[config.mk]
export PLATFORM = sky130hd
export DESIGN_NAME = dcache_port_arbiter
export DESIGN_NICKNAME = d
export VERILOG_FILES = /design/src/rtl/dcache_arb_pkg.sv /design/src/rtl/rr_priority_pick.sv /design/src/rtl/dcache_port_arbiter.sv
export SDC_FILE = /design/constraint.sdc
export NUM_CORES = 1
export LEC_CHECK = 0
export BUFFER_PORTS_ARGS = -buffer_cell sky130_fd_sc_hd__buf_2
export CORE_MARGIN = 2
export CORE_UTILIZATION = 30
export DETAILED_ROUTE_END_ITERATION = 16
export REMOVE_ABC_BUFFERS = 1
export SLEW_MARGIN = 20
export SYNTH_ARGS = -nofsm -noshare
export SYNTH_HDL_FRONTEND = slang
export SYNTH_HIERARCHICAL = 1
export SYNTH_SLANG_ARGS = --single-unit
[constraint.sdc]
create_clock -name clk -period 7.4 [get_ports clk]
set_clock_uncertainty 0.2 [all_clocks]
set_input_delay 1.48 -clock clk [delete_from_list [all_inputs] [get_ports clk]]
set_output_delay 1.48 -clock clk [all_outputs]
set_load 0.05 [all_outputs]
[src/rtl/dcache_arb_pkg.sv]
// Shared types and width helpers for the data-cache port arbiter.
//   rw_flag_e   : mem_dcache request encoding (0 none, 1 read, 2 write)
//   arb_state_e : arbiter FSM states
//   arb_idx_w   : index width for a requester count
//   arb_wd_w    : watchdog counter width for a timeout length
package dcache_arb_pkg;

  typedef enum logic [2:0] {
    DC_NONE  = 3'd0,
    DC_READ  = 3'd1,
    DC_WRITE = 3'd2
  } rw_flag_e;

  typedef enum logic [1:0] {
    ARB_IDLE  = 2'd0,
    ARB_BUSY  = 2'd1,
    ARB_DRAIN = 2'd2
  } arb_state_e;

  function automatic int unsigned arb_idx_w(input int unsigned n);
    return (n > 32'd1) ? 32'($clog2(n)) : 32'd1;
  endfunction

  // Counter must reach t-1; a disabled watchdog (t == 0) still gets one bit.
  function automatic int unsigned arb_wd_w(input int unsigned t);
    return (t > 32'd1) ? 32'($clog2(t)) : 32'd1;
  endfunction

endpackage

[src/rtl/rr_priority_pick.sv]
// Combinational round-robin picker.
//   i_req   : request vector
//   i_ptr   : index of the last winner; the scan starts just after it
//   o_grant : one-hot winner (all zero when no request)
//   o_idx   : winner index
module rr_priority_pick
  import dcache_arb_pkg::*;
#(
  parameter int unsigned N = 2
) (
  input  logic [N-1:0]              i_req,
  input  logic [arb_idx_w(N)-1:0]   i_ptr,
  output logic [N-1:0]              o_grant,
  output logic [arb_idx_w(N)-1:0]   o_idx
);

  localparam int unsigned IDX_W = arb_idx_w(N);

  logic w_found;

  // Two passes: indices above the pointer first, then the wrap-around part.
  always_comb begin
    o_grant = '0;
    o_idx   = '0;
    w_found = 1'b0;
    for (int unsigned i = 0; i < N; i++) begin
      if (!w_found && i_req[i] && (IDX_W'(i) > i_ptr)) begin
        w_found    = 1'b1;
        o_grant[i] = 1'b1;
        o_idx      = IDX_W'(i);
      end
    end
    for (int unsigned i = 0; i < N; i++) begin
      if (!w_found && i_req[i] && (IDX_W'(i) <= i_ptr)) begin
        w_found    = 1'b1;
        o_grant[i] = 1'b1;
        o_idx      = IDX_W'(i);
      end
    end
  end

endmodule

[src/rtl/dcache_port_arbiter.sv]
// Shares the single data-cache port among NUM_REQ requesters with round-robin
// grant, one transaction in flight and registered downstream drive.
//   clk, rst                  : clock, async active-high reset
//   flush                     : pipeline flush, cancels speculative reads
//   req_rw_flag/addr/wdata/wmask : per-requester request, held until req_done
//   req_grant, req_done, req_rdata : per-requester grant, done pulse, read data
//   dc_rw_flag/addr/write_data/write_mask : registered drive to the dcache
//   dc_read_data, dc_busy, dc_done : dcache response
//   timeout_err               : sticky watchdog error
module dcache_port_arbiter
  import dcache_arb_pkg::*;
#(
  parameter int unsigned        NUM_REQ     = 2,
  parameter int unsigned        ADDR_W      = 32,
  parameter int unsigned        DATA_W      = 32,
  parameter logic [NUM_REQ-1:0] FLUSHABLE   = NUM_REQ'(2'b01),
  parameter int unsigned        TIMEOUT_CYC = 256
) (
  input  logic                                clk,
  input  logic                                rst,
  input  logic                                flush,
  input  logic [NUM_REQ-1:0][2:0]             req_rw_flag,
  input  logic [NUM_REQ-1:0][ADDR_W-1:0]      req_addr,
  input  logic [NUM_REQ-1:0][DATA_W-1:0]      req_wdata,
  input  logic [NUM_REQ-1:0][(DATA_W/8)-1:0]  req_wmask,
  output logic [NUM_REQ-1:0]                  req_grant,
  output logic [NUM_REQ-1:0]                  req_done,
  output logic [NUM_REQ-1:0][DATA_W-1:0]      req_rdata,
  output logic [2:0]                          dc_rw_flag,
  output logic [ADDR_W-1:0]                   dc_addr,
  output logic [DATA_W-1:0]                   dc_write_data,
  output logic [(DATA_W/8)-1:0]               dc_write_mask,
  input  logic [DATA_W-1:0]                   dc_read_data,
  input  logic                                dc_busy,
  input  logic                                dc_done,
  output logic                                timeout_err
);

  localparam int unsigned MASK_W   = DATA_W / 8;
  localparam int unsigned IDX_W    = arb_idx_w(NUM_REQ);
  localparam int unsigned ARB_WD_W = arb_wd_w(TIMEOUT_CYC);

  arb_state_e                    r_state;
  arb_state_e                    w_state_nxt;
  logic [IDX_W-1:0]              r_rr_ptr;
  logic [IDX_W-1:0]              r_gnt_idx;
  logic [NUM_REQ-1:0]            r_grant;
  logic [NUM_REQ-1:0]            r_done;
  logic [NUM_REQ-1:0][DATA_W-1:0] r_rdata;
  logic [2:0]                    r_dc_flag;
  logic [ADDR_W-1:0]             r_dc_addr;
  logic [DATA_W-1:0]             r_dc_wdata;
  logic [MASK_W-1:0]             r_dc_wmask;
  logic                          r_kill;
  logic [ARB_WD_W-1:0]           r_wd;
  logic                          r_timeout_err;

  logic [NUM_REQ-1:0]            w_elig;
  logic [NUM_REQ-1:0]            w_pick_oh;
  logic [IDX_W-1:0]              w_pick_idx;
  logic                          w_flush_hit;
  logic                          w_wd_hit;
  logic                          w_launch;
  logic                          w_finish;
  logic                          w_done_ok;
  logic                          w_wd_fire;
  logic                          w_busy_hold;

  // Flag values other than read/write count as no request; flush masks speculative requesters.
  always_comb begin
    w_elig = '0;
    for (int unsigned i = 0; i < NUM_REQ; i++) begin
      w_elig[i] = ((req_rw_flag[i] == DC_READ) || (req_rw_flag[i] == DC_WRITE)) &&
                  !(flush && FLUSHABLE[i]);
    end
  end

  rr_priority_pick #(.N(NUM_REQ)) u_pick (
    .i_req   (w_elig),
    .i_ptr   (r_rr_ptr),
    .o_grant (w_pick_oh),
    .o_idx   (w_pick_idx)
  );

  // Only reads of flushable requesters are cancelled; writes always complete.
  assign w_flush_hit = flush && FLUSHABLE[r_gnt_idx] && (r_dc_flag == DC_READ);
  assign w_wd_hit    = (TIMEOUT_CYC != 0) && (r_wd == ARB_WD_W'(TIMEOUT_CYC - 1));

  always_ff @(posedge clk or posedge rst) begin
    if (rst) begin
      r_state <= ARB_IDLE;
    end else begin
      r_state <= w_state_nxt;
    end
  end

  // Next state plus one-cycle control strobes for the datapath.
  always_comb begin
    w_state_nxt = r_state;
    w_launch    = 1'b0;
    w_finish    = 1'b0;
    w_done_ok   = 1'b0;
    w_wd_fire   = 1'b0;
    w_busy_hold = 1'b0;
    case (r_state)
      ARB_IDLE: begin
        if ((|w_elig) && !dc_busy) begin
          w_launch    = 1'b1;
          w_state_nxt = ARB_BUSY;
        end
      end
      ARB_BUSY: begin
        if (dc_done) begin
          // A flush landing together with dc_done still suppresses the pulse.
          w_finish    = 1'b1;
          w_done_ok   = !(r_kill || w_flush_hit);
          w_state_nxt = ARB_DRAIN;
        end else if (w_wd_hit) begin
          w_finish    = 1'b1;
          w_wd_fire   = 1'b1;
          w_state_nxt = ARB_DRAIN;
        end else begin
          w_busy_hold = 1'b1;
        end
      end
      ARB_DRAIN: w_state_nxt = ARB_IDLE;
      default:   w_state_nxt = ARB_IDLE;
    endcase
  end

  // Registered datapath: launch latches the winner, finish clears the drive and pulses done.
  always_ff @(posedge clk or posedge rst) begin
    if (rst) begin
      r_rr_ptr      <= IDX_W'(NUM_REQ - 1);
      r_gnt_idx     <= '0;
      r_grant       <= '0;
      r_done        <= '0;
      r_rdata       <= '0;
      r_dc_flag     <= DC_NONE;
      r_dc_addr     <= '0;
      r_dc_wdata    <= '0;
      r_dc_wmask    <= '0;
      r_kill        <= 1'b0;
      r_wd          <= '0;
      r_timeout_err <= 1'b0;
    end else begin
      r_done  <= '0;
      r_rdata <= '0;
      if (w_launch) begin
        r_rr_ptr   <= w_pick_idx;
        r_gnt_idx  <= w_pick_idx;
        r_grant    <= w_pick_oh;
        r_dc_flag  <= req_rw_flag[w_pick_idx];
        r_dc_addr  <= req_addr[w_pick_idx];
        r_dc_wdata <= req_wdata[w_pick_idx];
        r_dc_wmask <= req_wmask[w_pick_idx];
        r_kill     <= 1'b0;
        r_wd       <= '0;
      end
      if (w_busy_hold) begin
        r_wd <= r_wd + ARB_WD_W'(1);
        if (w_flush_hit) begin
          r_kill <= 1'b1;
        end
      end
      if (w_finish) begin
        r_grant    <= '0;
        r_dc_flag  <= DC_NONE;
        r_dc_addr  <= '0;
        r_dc_wdata <= '0;
        r_dc_wmask <= '0;
        r_kill     <= 1'b0;
        r_wd       <= '0;
        if (w_done_ok) begin
          r_done[r_gnt_idx]  <= 1'b1;
          r_rdata[r_gnt_idx] <= (r_dc_flag == DC_WRITE) ? '0 : dc_read_data;
        end
      end
      if (w_wd_fire) begin
        r_timeout_err <= 1'b1;
      end
    end
  end

  assign req_grant     = r_grant;
  assign req_done      = r_done;
  assign req_rdata     = r_rdata;
  assign dc_rw_flag    = r_dc_flag;
  assign dc_addr       = r_dc_addr;
  assign dc_write_data = r_dc_wdata;
  assign dc_write_mask = r_dc_wmask;
  assign timeout_err   = r_timeout_err;

endmodule

Yosys cells after proc, flatten, opt, wreduce, memory -nomap -nowiden --
Cells that the tools add are included. W data, S select, Z words.
Word-level totals: memories kept 0, RAM bits 0, bits of input ports 179, ROM bits 0, word-level logic and storage cells 119, register bits 153, output and inout bits 140, bits in latches 0
Cells by class: bitwise operators 1, muxes and demuxes 60, multiply operators 0, eq/ne operators 10, magnitude comparators 7, reductions and logical operators 26, shift-type cells 0, div/mod/pow operators 0, add/subtract/negate cells 1
Operators with widths (number):
- $mux W32 | 10
- $mux W64 | 2
- $and A64 B64 Y64 | 1
- $demux W32 S1 | 1
- $mux W1 | 27
- $mux W8 | 3
- $mux W4 | 4
- $mux W2 | 7
- $logic_and A1 B1 Y1 | 12
- $mux W3 | 4
- $eq A3 B1 Y1 const B | 3
- $eq A3 B2 Y1 const B | 3
- $add A8 B1 Y8 const B | 1
- $eq A8 B8 Y1 const B | 1
- $logic_not A1 Y1 | 6
- $lt A1 B2 Y1 const B | 2
- $pmux W2 S2 | 1
- $logic_or A1 B1 Y1 | 3
- $ne A3 B3 Y1 const B | 1
- $reduce_bool A3 Y1 | 1
- $eq A2 B1 Y1 const B | 1
- $gt A1 B1 Y1 const A | 2
- $le A1 B1 Y1 const A | 2
- $logic_not A2 Y1 | 1
- other kinds (6) | 6

Logic depth before layout (Yosys ltp) --
Gate-level depths: netlist of run 1.
word-level depth 21, mapped depth 8, depth with buffers taken out 5

By module --
Netlist of run 1, hierarchy kept.
By module, submodules not included:
- dcache_port_arbiter | area an instance 6700.2 µm², instances 1, sequential area each 3829.9 µm², cells each 575
- rr_priority_pick | area an instance 26.3 µm², instances 1, sequential area each 0.0 µm², cells each 4

Least setup slack after synthesis of run 1 --
No wires, ideal clock.
path type input port to flip-flop, start point input port req_rw_flag[1] in the netlist's numbering, end point register r_dc_addr[0] (netlist: dc_addr[0]), arrival 2.941 ns, data required time 7.074 ns, stages 7, path slack 4.133 ns, path buffers 2, setup time 0.126 ns, cells stage by stage xnor2_1 > nor3_1 > a21boi_0 > buf_2 > clkbuf_1 > mux2i_1 > mux2i_1
On the way: longest elaborated chain between the ends 21, elaborated cells between the ends (all ways) 29, those cells by class eq/ne (2); mux (12); reduce/logical (15)
RTL lines:
- start, declared | line dcache_port_arbiter.sv:22 | input logic [NUM_REQ-1:0][2:0] req_rw_flag,
- $eq A3 B1 Y1 / $eq A3 B2 Y1 (equally long branches) | line dcache_port_arbiter.sv:73 | w_elig[i] = ((req_rw_flag[i] == DC_READ) || (req_rw_flag[i] == DC_WRITE)) &&
- $logic_or A1 B1 Y1 * | line dcache_port_arbiter.sv:73
- $logic_and A1 B1 Y1 * | line dcache_port_arbiter.sv:73
- via w_elig[0] | line dcache_port_arbiter.sv:58 | logic [NUM_REQ-1:0] w_elig;
- $logic_and A1 B1 Y1 | line rr_priority_pick.sv:27 | if (!w_found && i_req[i] && (IDX_W'(i) > i_ptr)) begin
- $mux W1 | line rr_priority_pick.sv:27
- $logic_not A1 Y1 | line rr_priority_pick.sv:27
- $logic_and A1 B1 Y1 (2 in a row) | line rr_priority_pick.sv:27
- [... 4 more ...]
- $mux W1 | line rr_priority_pick.sv:34 | if (!w_found && i_req[i] && (IDX_W'(i) <= i_ptr)) begin
- $logic_not A1 Y1 | line rr_priority_pick.sv:34
- $logic_and A1 B1 Y1 (2 in a row) | line rr_priority_pick.sv:34
- $mux W1 * | line rr_priority_pick.sv:34
- via w_pick_idx | line dcache_port_arbiter.sv:60 | logic [IDX_W-1:0] w_pick_idx;
- $mux W32 (not written as such) * (2 in a row) | line dcache_port_arbiter.sv:154 | r_dc_addr <= req_addr[w_pick_idx];
- $mux W32 * | line dcache_port_arbiter.sv:149 | if (w_launch) begin
- $mux W32 * | line dcache_port_arbiter.sv:166 | if (w_finish) begin
- end signal, assigned | line dcache_port_arbiter.sv:154
- end, declared | line dcache_port_arbiter.sv:51 | logic [ADDR_W-1:0] r_dc_addr;
The timed path passes the listed nets; every way through them passes the cells marked *. The select of a mux whose other input is x is not followed. A chain may end at the register's enable or synchronous reset.

Worst setup path after layout of run 1 --
start point input port req_rw_flag[1] in the netlist's numbering, end point register r_dc_addr[30] (netlist: dc_addr[30])
Same word-level chain as after synthesis.

==> results by group, run 1 <==
STA
  – Worst relative slew slack: 0.389
  – Share of the clock period used by the worst path: 0.522
  – Number of setup violations in the final report: 0
  – Final hold viol count: 0
  – Fmax: approximately 260 MHz
  – Number of max-slew violations in the final report: 0
  – Fin crit period: 3.86 ns
  – Actual transition at the worst max-transition pin: roughly 0.92 ns
  – Setup repair after global routing missed its margin: false
  – Smallest setup slack after layout: ~3.5 ns

Placement
  – Worst slack at placement: a little over 3 ns
  – Detailed Place HPWL: 13.6 mm
  – Post-placement cell count: between 1k and 1.5k
  – Count of buffers from port buffering: 318
  – Gpl congestion: between 0.7 and 0.8

GRT
  – Remaining global-route overflow: 0
  – Pin count of the biggest net entering global routing: 103
  – Wire length of the first global-routing pass: just over 30 mm
  – Overall fraction of global-route tracks in use: 0.164
  – Vias in the first global route: approximately 6k
  – Antenna violations before repair: 0

Yosys
  – Number of enable flip-flop cells after synthesis: 0
  – Count of mapped cells out of synthesis: a little under 600
  – Warnings from Yosys: 6
  – Avg Synthesized Cell Area: 11.6 sq um
  – Async SR Flop Fraction: 1.00
  – Yosys reg bits: around 150
  – Most instantiated flip-flop cell in the synthesis netlist: dfrtp_1
  – Post-synthesis sequential area ratio: 0.569
  – Yosys cell types: between 40 and 50
  – Post-synthesis instance area: between 6000 and 7000 sq um

Worst hold path
  – Hold Crit Class: reg2reg
  – WHS Path Cells: 1
  – Start point of the worst min-delay path: timeout_err

Worst setup path
  – Startpoint of the worst setup timing path: req_rw_flag[1]
  – Critical path fanouts, max: 44
  – Arr. time, crit path: slightly below 4 ns
  – Worst reg2reg startpoint: r_wd[0]
  – Critical Path End Type: flop
  – Worst Reg2Reg Path Length in Cells: 6
  – Data required time of the critical path: roughly 7.5 ns
  – Startpoint Class: input port
  – Type of the setup path with the least slack: in2reg

Routing
  – Routed Wire Length: ~20 mm
  – Routed via count: about 5.5k
  – DRC marker count from the first detailed-route iteration: around 170
  – Vias per cell: between 4 and 5
  – DRT antenna net count: 0
  – DRT Pass-1 Iters: 4
  – DRC violations left: 0
  – Average wire length per cell after detail routing: approximately 17 microns

Floorplan
  – Die Height: 154 microns
  – Number of core rows: 54
  – Top-level port count: around 320
  – Die Area: around 24000 sq um
  – Die W: 154 microns
  – Effective utilization at floorplan: 0.307
  – Total core area: between 20000 and 25000 sq um

Status
  – Result of the run: complete, no violations

CTS
  – Clock root buffer: clkbuf_16
  – Clock slew seen by the registers of the worst setup and hold paths: around 0.070 ns
  – Clk buf depth: 2
  – Clock tree sinks: between 150 and 200
  – Maximum level of the CTS H-tree: 4
  – Hold-fix buffer count after cts: 0
  – Number of gates given a new drive strength after cts: 0
  – Clock tree from TritonCTS: yes
  – Setup fix buffers added after clock tree synthesis: 0
  – CTS buffer count: 17
  – Worst-Skew Late Latency: 0.41 ns

Layout
  – Post-layout net count: 1062
  – Top library cells by usage in the layout, fill and taps aside: buf_2, dfrtp_1, mux2i_1
  – Most common cell after layout, fill and taps aside: buf_2
  – # diodes: 0
  – Share of layout cells above drive strength 1: 0.413
  – Final cell count without fillers: ~1.2k
  – Layout-stage area growth over the synthesis result: 35.3%

Pwr
  – Static Leak: 0.00475 uW
  – Power density over the cells: approximately 350 nW/um^2
  – Peak supply drop: around 0.16 mV

Run
  – Max-cap violation count: 0
report_power, final:
group          switching [uW]  leakage [uW]  internal, uW
registers                84.1       0.00203          1010
logic                     922       0.00242           296
clock network             388      0.000294           512
critical path, stage by stage:
cell      delay, ns
buf_2          0.11
xnor2_1        0.28
nor3_1         0.15
a21boi_4       0.33
buf_4          0.43
buf_4          0.67
mux2i_1        0.30
mux2i_1        0.10
flip-flops by register name (all words and copies together) (netlist names), 2 cells and up:
register / flops
r_wd: 8
req_rdata: 64
dc_rw_flag: 3
dc_addr: 32
dc_write_data: 32
dc_write_mask: 4
req_grant: 2
req_done: 2
r_state: 2
synthesized netlist by cell type, types with 2 or more instances:
library cell	count	area, sq um
and3_1	2	12.5
nor2_1	70	263
mux2_2	3	33.8
o21ai_1	8	40.0
inv_1	5	18.8
nand3_1	3	15.0
xnor2_1	4	35.0
and2_1	2	12.5
dfrtp_1	152	3800
buf_12	5	100
nand4_1	2	12.5
o21ai_0	69	345
or3_1	2	12.5
nor4b_1	2	17.5
clkbuf_1	28	105
nor2b_1	2	12.5
a21boi_0	3	22.5
a22o_1	2	17.5
buf_2	4	20.0
nand2b_1	3	18.8
buf_1	2	7.51
a21oi_1	2	10.0
nor3_1	2	10.0
a211o_1	3	26.3
buf_4	3	22.5
nand2_1	38	143
mux2i_1	142	1420
layout make-up:
type,instances,area (sq um)
repair buffers,327,1660
fillers,2156,12800
flip-flops and latches,153,3830
multi-input cells,378,2640
clock buffers,17,425
well taps,280,350
inverters,5,23.8
clock inverters,14,179
metal layers:
layer  global-route usage  wire length, microns
met4               0.0529                   380
met2                0.282                  9300
met3               0.0679                  1950
met5                    0                     0
met1                0.186                  7880
worst paths after layout:
path	to	slack (ns)
setup / recovery	dc_addr[30]	3.54
hold / removal	timeout_err	0.28
setup reg to reg	req_grant[1]	4.69
hold reg to reg	timeout_err	0.28
max in group asynchronous	dc_addr[30]	4.64
min in group asynchronous	req_rdata[19]	1.04
through the flow:
stage	total power, uW	utilization	TNS [ns]	hold WS, ns	instance area (sq um)
after floorplan	2020	-	-217.76	0.284	6460
after global placement	2330	0.388	0	0.247	8500
after detailed placement	2340	0.388	0	0.263	8500
after CTS	3260	0.416	0	0.279	9100
after global routing	3380	0.416	0	0.288	9100
final	3210	0.416	0	0.276	9100
cell families after synthesis:
group / count (synthesis) / synth area share
AOI/OAI and AO/OA: 96 / 0.0809
xor gates and xnor gates: 4 / 0.00521
adders and majority gates: 1 / 0.00186
buffers and inverters: 48 / 0.0430
DFF: 153 / 0.569
muxes: 145 / 0.216
and+or+nand+nor: 132 / 0.0833
(Power assumes the default switching activity.)
==> inputs of run 2 (changes only) <==
==> constraint.sdc (replaced) <==
create_clock -name clk -period 3.2 [get_ports clk]
set_clock_uncertainty 0.2 [all_clocks]
set_input_delay 0.64 -clock clk [delete_from_list [all_inputs] [get_ports clk]]
set_output_delay 0.64 -clock clk [all_outputs]
set_load 0.05 [all_outputs]
==> run 2 against run 1 <==
Against the previous run:
- via count rose by 0.93%
- die area did not move
- sequential cell count unchanged
- first-iteration DRC count increased by 28%
- highest routed layer unchanged
- wire length grew 0.70%
- clock power increased by 110%
- worst setup slack worse by 2.7 ns
==> results by group, run 2 (synthesis results as in run 1) <==
Status
  – Result of the run: complete, no violations

Layout
  – Final non-filler cell area: 9240 sq um (+1.5%)
  – FF/Latch Area: 3830 sq um (unchanged)
  – Number of flip-flops in the largest register: 64 (unchanged)
  – Area of combinational cells with multiple inputs: 2640 sq um (unchanged)
  – Most common cell after layout, fill and taps aside: buf_2
  – Post-layout net count: 1076 (+1.3%)
  – Share of layout cells above drive strength 1: 0.421 (+0.00859)
  – FILL cells: 2124 (-1.5%)
  – # diodes: 0 (unchanged)
  – Top library cells by usage in the layout, fill and taps aside: buf_2, dfrtp_1, mux2i_1
  – Layout-stage area growth over the synthesis result: 37.4%
  – End-of-flow core utilization: 0.422 (+0.00634)

Pwr
  – Power density over the cells: 792 nW/um^2 (+120%)
  – Post-route total power: 7320 uW (+130%)
  – Power share of the clock group: 0.264 (-0.016)
  – P_sw: 3240 uW (+130%)
  – Total internal power: 4080 uW (+120%)
  – Static Leak: 0.00482 uW (+1.5%)
  – Sw Share: 0.443 (+0.00903)
  – Peak supply drop: 0.295 mV (+86%)
  – Power share of the combinational group: 0.390 (+0.011)
  – Relative contribution of sequential cells to total power: 0.346 (+0.005)

Worst setup path
  – Worst setup slack for register-to-register paths: 1.10 ns (-3.59 ns)
  – Slowest stage delay, CP: 0.68 ns (about the same)
  – Type of the setup path with the least slack: in2reg
  – Critical path fanouts, max: 15 (-66%)
  – Critical Path End Type: flop
  – Startpoint Class: input port
  – Slowest library cell on the worst path: a21boi_4
  – Arr. time, crit path: 2.49 ns (-1.43 ns)
  – Worst Reg2Reg Path Length in Cells: 5 (-1)
  – Most used cell, CP: mux2i_1
  – Data required time of the critical path: 3.29 ns (-4.17 ns)
  – Ordered list of cells on the worst path: buf_2 -> xnor2_1 -> nor3_1 -> a21boi_4 -> buf_4 -> mux2i_1 -> mux2i_1
  – Worst reg2reg startpoint: r_wd[0]
  – End of the worst register-to-register path: r_wd[5]
  – Startpoint of the worst setup timing path: req_rw_flag[1]
  – Critical Path End: dc_write_data[31]

Routing
  – Routed wire length on met2: 9.72 mm (+4.5%)
  – DRT Pass-1 Iters: 5 (+1)
  – Routed Wire Length: 19.6 mm (+0.70%)
  – Average wire length per cell after detail routing: 16.5 microns (-0.57%)
  – Detailed route wirelength on metal3: 1.86 mm (-4.6%)
  – Routed met1 length: 7.70 mm (-2.2%)
  – DRT antenna net count: 0 (unchanged)
  – DRC violations left: 0 (unchanged)
  – Vias per cell: 4.66 (-0.34%)
  – Top layer in use: met4
  – Routed via count: 5535 (+0.93%)
  – DRC marker count from the first detailed-route iteration: 219 (+28%)

STA
  – Final hold viol count: 0 (unchanged)
  – Fin crit period: 2.39 ns
  – Worst slack on hold paths: 0.100 ns (-0.176 ns)
  – Setup repair after global routing missed its margin: false
  – Number of setup violations in the final report: 0 (unchanged)
  – Share of the clock period used by the worst path: 0.748
  – Worst relative slew slack: 0.450 (+0.0614)
  – Fmax: about 420 MHz
  – Number of max-slew violations in the final report: 0 (unchanged)
  – Actual transition at the worst max-transition pin: 0.823 ns (-0.0941 ns)
  – TNS Setup: 0 ns (unchanged)

CTS
  – Maximum level of the CTS H-tree: 4 (unchanged)
  – Clock root buffer: clkbuf_16
  – Clk buf depth: 2 (unchanged)
  – Worst-Skew Late Latency: 0.42 ns (about the same)
  – Setup fix buffers added after clock tree synthesis: 0 (unchanged)
  – CTS buffer count: 17 (unchanged)
  – Clock tree sinks: 153 (unchanged)
  – Clock slew seen by the registers of the worst setup and hold paths: 0.07 ns (about the same)
  – Clock tree from TritonCTS: yes
  – Hold-fix buffer count after cts: 0 (unchanged)
  – Number of gates given a new drive strength after cts: 0 (unchanged)

Floorplan
  – Number of core rows: 54 (unchanged)
  – Die Area: 23600 sq um (unchanged)
  – Total core area: 21900 sq um (unchanged)
  – Effective utilization at floorplan: 0.307 (unchanged)
  – Top-level port count: 319 (unchanged)
  – Die W: 154 microns (unchanged)
  – Die Height: 154 microns (unchanged)

Placement
  – Detailed Place HPWL: 14.0 mm (+2.5%)
  – Gpl congestion: 0.804 (+4.0%)
  – Count of buffers from port buffering: 318 (unchanged)
  – Placed Instance Area: 8680 sq um (+2.1%)

Worst hold path
  – Hold Crit Class: in2async

GRT
  – Antenna violations before repair: 0 (unchanged)
  – Pin count of the biggest net entering global routing: 76 (-26%)
  – Wire length of the first global-routing pass: 31.5 mm (+2.9%)
  – Vias in the first global route: 6031 (+3.5%)
  – Overall fraction of global-route tracks in use: 0.168 (+0.00394)
  – Remaining global-route overflow: 0 (unchanged)

Run
  – Max-cap violation count: 0 (unchanged)
run 2: cell types whose count changed in the layout (fill, tap and decap cells not counted):
cell        delta
inv_8          -2
clkinvlp_4     +1
buf_12         +6
buf_4          +8
inv_6          +1
clkbuf_1       +1
bufinv_16      -2
clkinv_2       +1
clkinv_8       +1
run 2: per-stage QoR:
stage          std cells  worst slack [ns]
2_1_floorplan        536             -6.41
3_3_place_gp        1157             0.393
3_5_place_dp        1157             0.342
4_1_cts             1189             0.777
5_1_grt             1189             0.721
6_report            1189             0.806
run 2: critical path: cells and delay by family:
| family | cells | cell delay (ns) |
|---|---|---|
| AND/OR/NAND/NOR | 1 | 0.15 |
| multiplexers | 2 | 0.32 |
| XOR/XNOR | 1 | 0.28 |
| buffers and inverters | 2 | 0.40 |
| AO/OA/AOI/OAI | 1 | 0.68 |
run 2: layout make-up:
cell class | count | area share
Clock buffer | 18 | 0.0464
Tap cell | 280 | 0.0379
Timing Repair Buffer | 341 | 0.199
Multi-Input combinational cell | 378 | 0.285
Inverter | 5 | 0.00257
Clock inverter | 14 | 0.0145
Sequential cell | 153 | 0.414
run 2: layer usage:
layer / track usage / vias to the layer above
li1: - / 2640
met1: 0.184 / 2634
met2: 0.298 / 240
met3: 0.0662 / 21
met4: 0.0572 / 0
met5: 0 / -
run 2: how the worst min path moves through the flow:
stage,depth (start not counted),to
3_5_place_dp,1,timeout_err
4_1_cts,2,req_rdata[19]
6_report,2,req_rdata[19]
5_1_grt,2,req_rdata[62]
3_3_place_gp,1,timeout_err
2_1_floorplan,1,r_wd[1]
run 2: power by group through the flow:
stage / sequential, uW / combinational, uW / clock [uW]
after floorplan: 3910 / 766 / 0
after global placement: 2550 / 2870 / 0
after detailed placement: 2570 / 2890 / 0
after CTS: 2540 / 2890 / 2000
after global routing: 2590 / 3040 / 2080
final: 2530 / 2860 / 1930
==> inputs of run 3 (changes only) <==
==> constraint.sdc (replaced) <==
create_clock -name clk -period 2.05 [get_ports clk]
set_clock_uncertainty 0.2 [all_clocks]
set_input_delay 0.41 -clock clk [delete_from_list [all_inputs] [get_ports clk]]
set_output_delay 0.41 -clock clk [all_outputs]
set_load 0.05 [all_outputs]
==> run 3 against run 2 <==
Against the previous run:
- core utilization grew 1.0 points
- worst setup slack worse by 0.68 ns
- total power grew 60%
- critical path depth shrank 2
- largest cell class unchanged
==> results by group, run 3 (synthesis results as in run 1) <==
Layout
  – Number of flip-flops in the largest register: 64 (unchanged)
  – Post-layout net count: 1087 (+1.0%)
  – Most common cell after layout, fill and taps aside: buf_2
  – Layout-stage area growth over the synthesis result: 40.7%
  – Top library cells by usage in the layout, fill and taps aside: buf_2, dfrtp_1, mux2i_1
  – Final cell count without fillers: 1200 (+0.93%)
  – # diodes: 0 (unchanged)
  – Share of layout cells above drive strength 1: 0.425 (+0.00366)
  – Final non-filler cell area: 9460 sq um (+2.4%)

Placement
  – Count of buffers from port buffering: 318 (unchanged)
  – Detailed Place HPWL: 14.1 mm (+1.2%)
  – Worst slack at placement: -0.138 ns (-0.480 ns)
  – Placed Instance Area: 8800 sq um (+1.4%)
  – Gpl congestion: 0.763 (-5.2%)
  – Post-placement cell count: 1163 (+0.52%)

Floorplan
  – Top-level port count: 319 (unchanged)
  – Effective utilization at floorplan: 0.307 (unchanged)
  – Die Height: 154 microns (unchanged)
  – Number of core rows: 54 (unchanged)
  – Total core area: 21900 sq um (unchanged)
  – Die W: 154 microns (unchanged)
  – Die Area: 23600 sq um (unchanged)

Worst setup path
  – Slowest stage delay, CP: 0.40 ns (-0.28 ns)
  – Startpoint Class: flop
  – Critical path fanouts, max: 6 (-9)
  – Worst setup slack for register-to-register paths: 0.13 ns (-0.97 ns)
  – Type of the setup path with the least slack: reg2reg
  – Ordered list of cells on the worst path: ha_1 -> and3_4 -> a211o_4 -> or3_1 -> o21ai_0
  – Arr. time, crit path: 2.06 ns (-0.43 ns)
  – Slowest library cell on the worst path: dfrtp_1
  – Critical Path End Type: flop
  – Data required time of the critical path: 2.19 ns (-1.10 ns)

Routing
  – DRT Pass-1 Iters: 4 (-1)
  – Routed Wire Length: 19.6 mm (-0.45%)
  – Average wire length per cell after detail routing: 16.3 microns (-1.4%)
  – Routed via count: 5561 (+0.47%)
  – DRC marker count from the first detailed-route iteration: 187 (-15%)
  – DRC violations left: 0 (unchanged)
  – Vias per cell: 4.63 (-0.45%)
  – DRT antenna net count: 0 (unchanged)

STA
  – Fin crit period: between 1.5 and 2 ns
  – Final hold viol count: 0 (unchanged)
  – Actual transition at the worst max-transition pin: 0.480 ns (-0.343 ns)
  – Share of the clock period used by the worst path: 0.937
  – Worst slack on hold paths: 0.0217 ns (-0.0785 ns)
  – Fmax: roughly 520 MHz
  – Worst relative slew slack: 0.678 (+0.228)
  – Number of max-slew violations in the final report: 0 (unchanged)
  – Number of setup violations in the final report: 0 (unchanged)
  – Smallest setup slack after layout: 0.129 ns (-0.677 ns)
  – Setup repair after global routing missed its margin: false

GRT
  – Antenna violations before repair: 0 (unchanged)
  – Overall fraction of global-route tracks in use: 0.165 (-0.00373)
  – Remaining global-route overflow: 0 (unchanged)
  – Vias in the first global route: 6034 (+0.050%)
  – Wire length of the first global-routing pass: 31.0 mm (-1.5%)
  – Pin count of the biggest net entering global routing: 50 (-34%)

Pwr
  – Sw Share: 0.429 (-0.0139)
  – Power share of the combinational group: 0.386 (-0.004)
  – Relative contribution of sequential cells to total power: 0.338 (-0.008)
  – Power share of the clock group: 0.275 (+0.011)
  – Peak supply drop: 0.501 mV (+70%)
  – Power density over the cells: 1230 nW/um^2 (+56%)
  – Static Leak: 0.00492 uW (+2.0%)
  – P_sw: 5010 uW (+55%)
  – Total internal power: 6670 uW (+64%)

CTS
  – Clock tree sinks: 153 (unchanged)
  – Clk buf depth: 2 (unchanged)
  – CTS buffer count: 17 (unchanged)
  – Worst-Skew Late Latency: 0.42 ns (about the same)
  – Clock slew seen by the registers of the worst setup and hold paths: 0.06 ns (about the same)
  – Maximum level of the CTS H-tree: 4 (unchanged)
  – Clock root buffer: clkbuf_16
  – Clock tree from TritonCTS: yes
  – Setup fix buffers added after clock tree synthesis: 0 (unchanged)

Status
  – Result of the run: complete, no violations

Run
  – Max-cap violation count: 0 (unchanged)

Worst hold path
  – Hold Crit Class: in2reg
[run 3: cell count changes in the layout (fill, tap and decap cells not counted), sizes merged]
cell         delta
clkbuf          +1
clkinv          -1
dlygate4sd3     +5
bufinv          +2
inv             -2
buf             +6
[run 3: path summary, 6_finish.rpt]
kind                                        from       endpoint  cells past startpoint
worst min register to register       timeout_err    timeout_err                      1
max in group asynchronous                    rst       r_rr_ptr                      4
worst max-delay path                     r_wd[0]        r_wd[3]                      5
worst max register to register           r_wd[0]        r_wd[3]                      5
min in group asynchronous                    rst  req_rdata[19]                      3
worst min-delay path            dc_read_data[28]  req_rdata[60]                      3
[run 3: what timing repair did]
action / CTS / global route
endpoints found under the setup margin: 0 / 12
endpoints found under the hold margin: 32 / 0
resized for setup: 0 / 3
hold buffers: 5 / 0
[run 3: per-layer routing]
layer  global-route usage  vias up  part of all wire
li1                     -     2661                 -
met1                0.188     2651              0.42
met2                0.285      232              0.48
met3               0.0637       17             0.093
met4               0.0498        0             0.013
met5                    0        -                 0
[run 3: worst max-delay path: cells and delay by family, from the launching register on]
kind / cells / cell delay (ns)
simple gates: 2 / 0.56
compound gates: 2 / 0.44
flops: 1 / 0.40
fa+ha+maj: 1 / 0.23
[run 3: area by class of cell]
| cell class | count | area (sq um) |
|---|---|---|
| fillers | 2128 | 12400 |
| flip-flops and latches | 153 | 3830 |
| multi-input cells | 378 | 2650 |
| repair buffers | 352 | 2010 |
| clock buffers | 19 | 443 |
| well taps | 280 | 350 |
| clock inverters | 13 | 159 |
| inverters | 5 | 23.8 |
[run 3: metrics by stage]
stage / TNS (ns) / total power, uW / util
6_report: 0 / 11700 / 0.432
5_1_grt: 0 / 12300 / 0.432
4_1_cts: 0 / 11800 / 0.432
3_5_place_dp: -5.16 / 8560 / 0.402
3_3_place_gp: -4.07 / 8500 / 0.402
2_1_floorplan: -957.27 / 7300 / -
[run 3: power groups by stage]
stage               registers (uW)  logic, uW  clock network, uW
finish                        3950       4510               3220
CTS                           3950       4560               3330
detailed placement            4000       4550                  0
global route                  4040       4780               3440
floorplan                     6110       1200                  0
global placement              3990       4510                  0
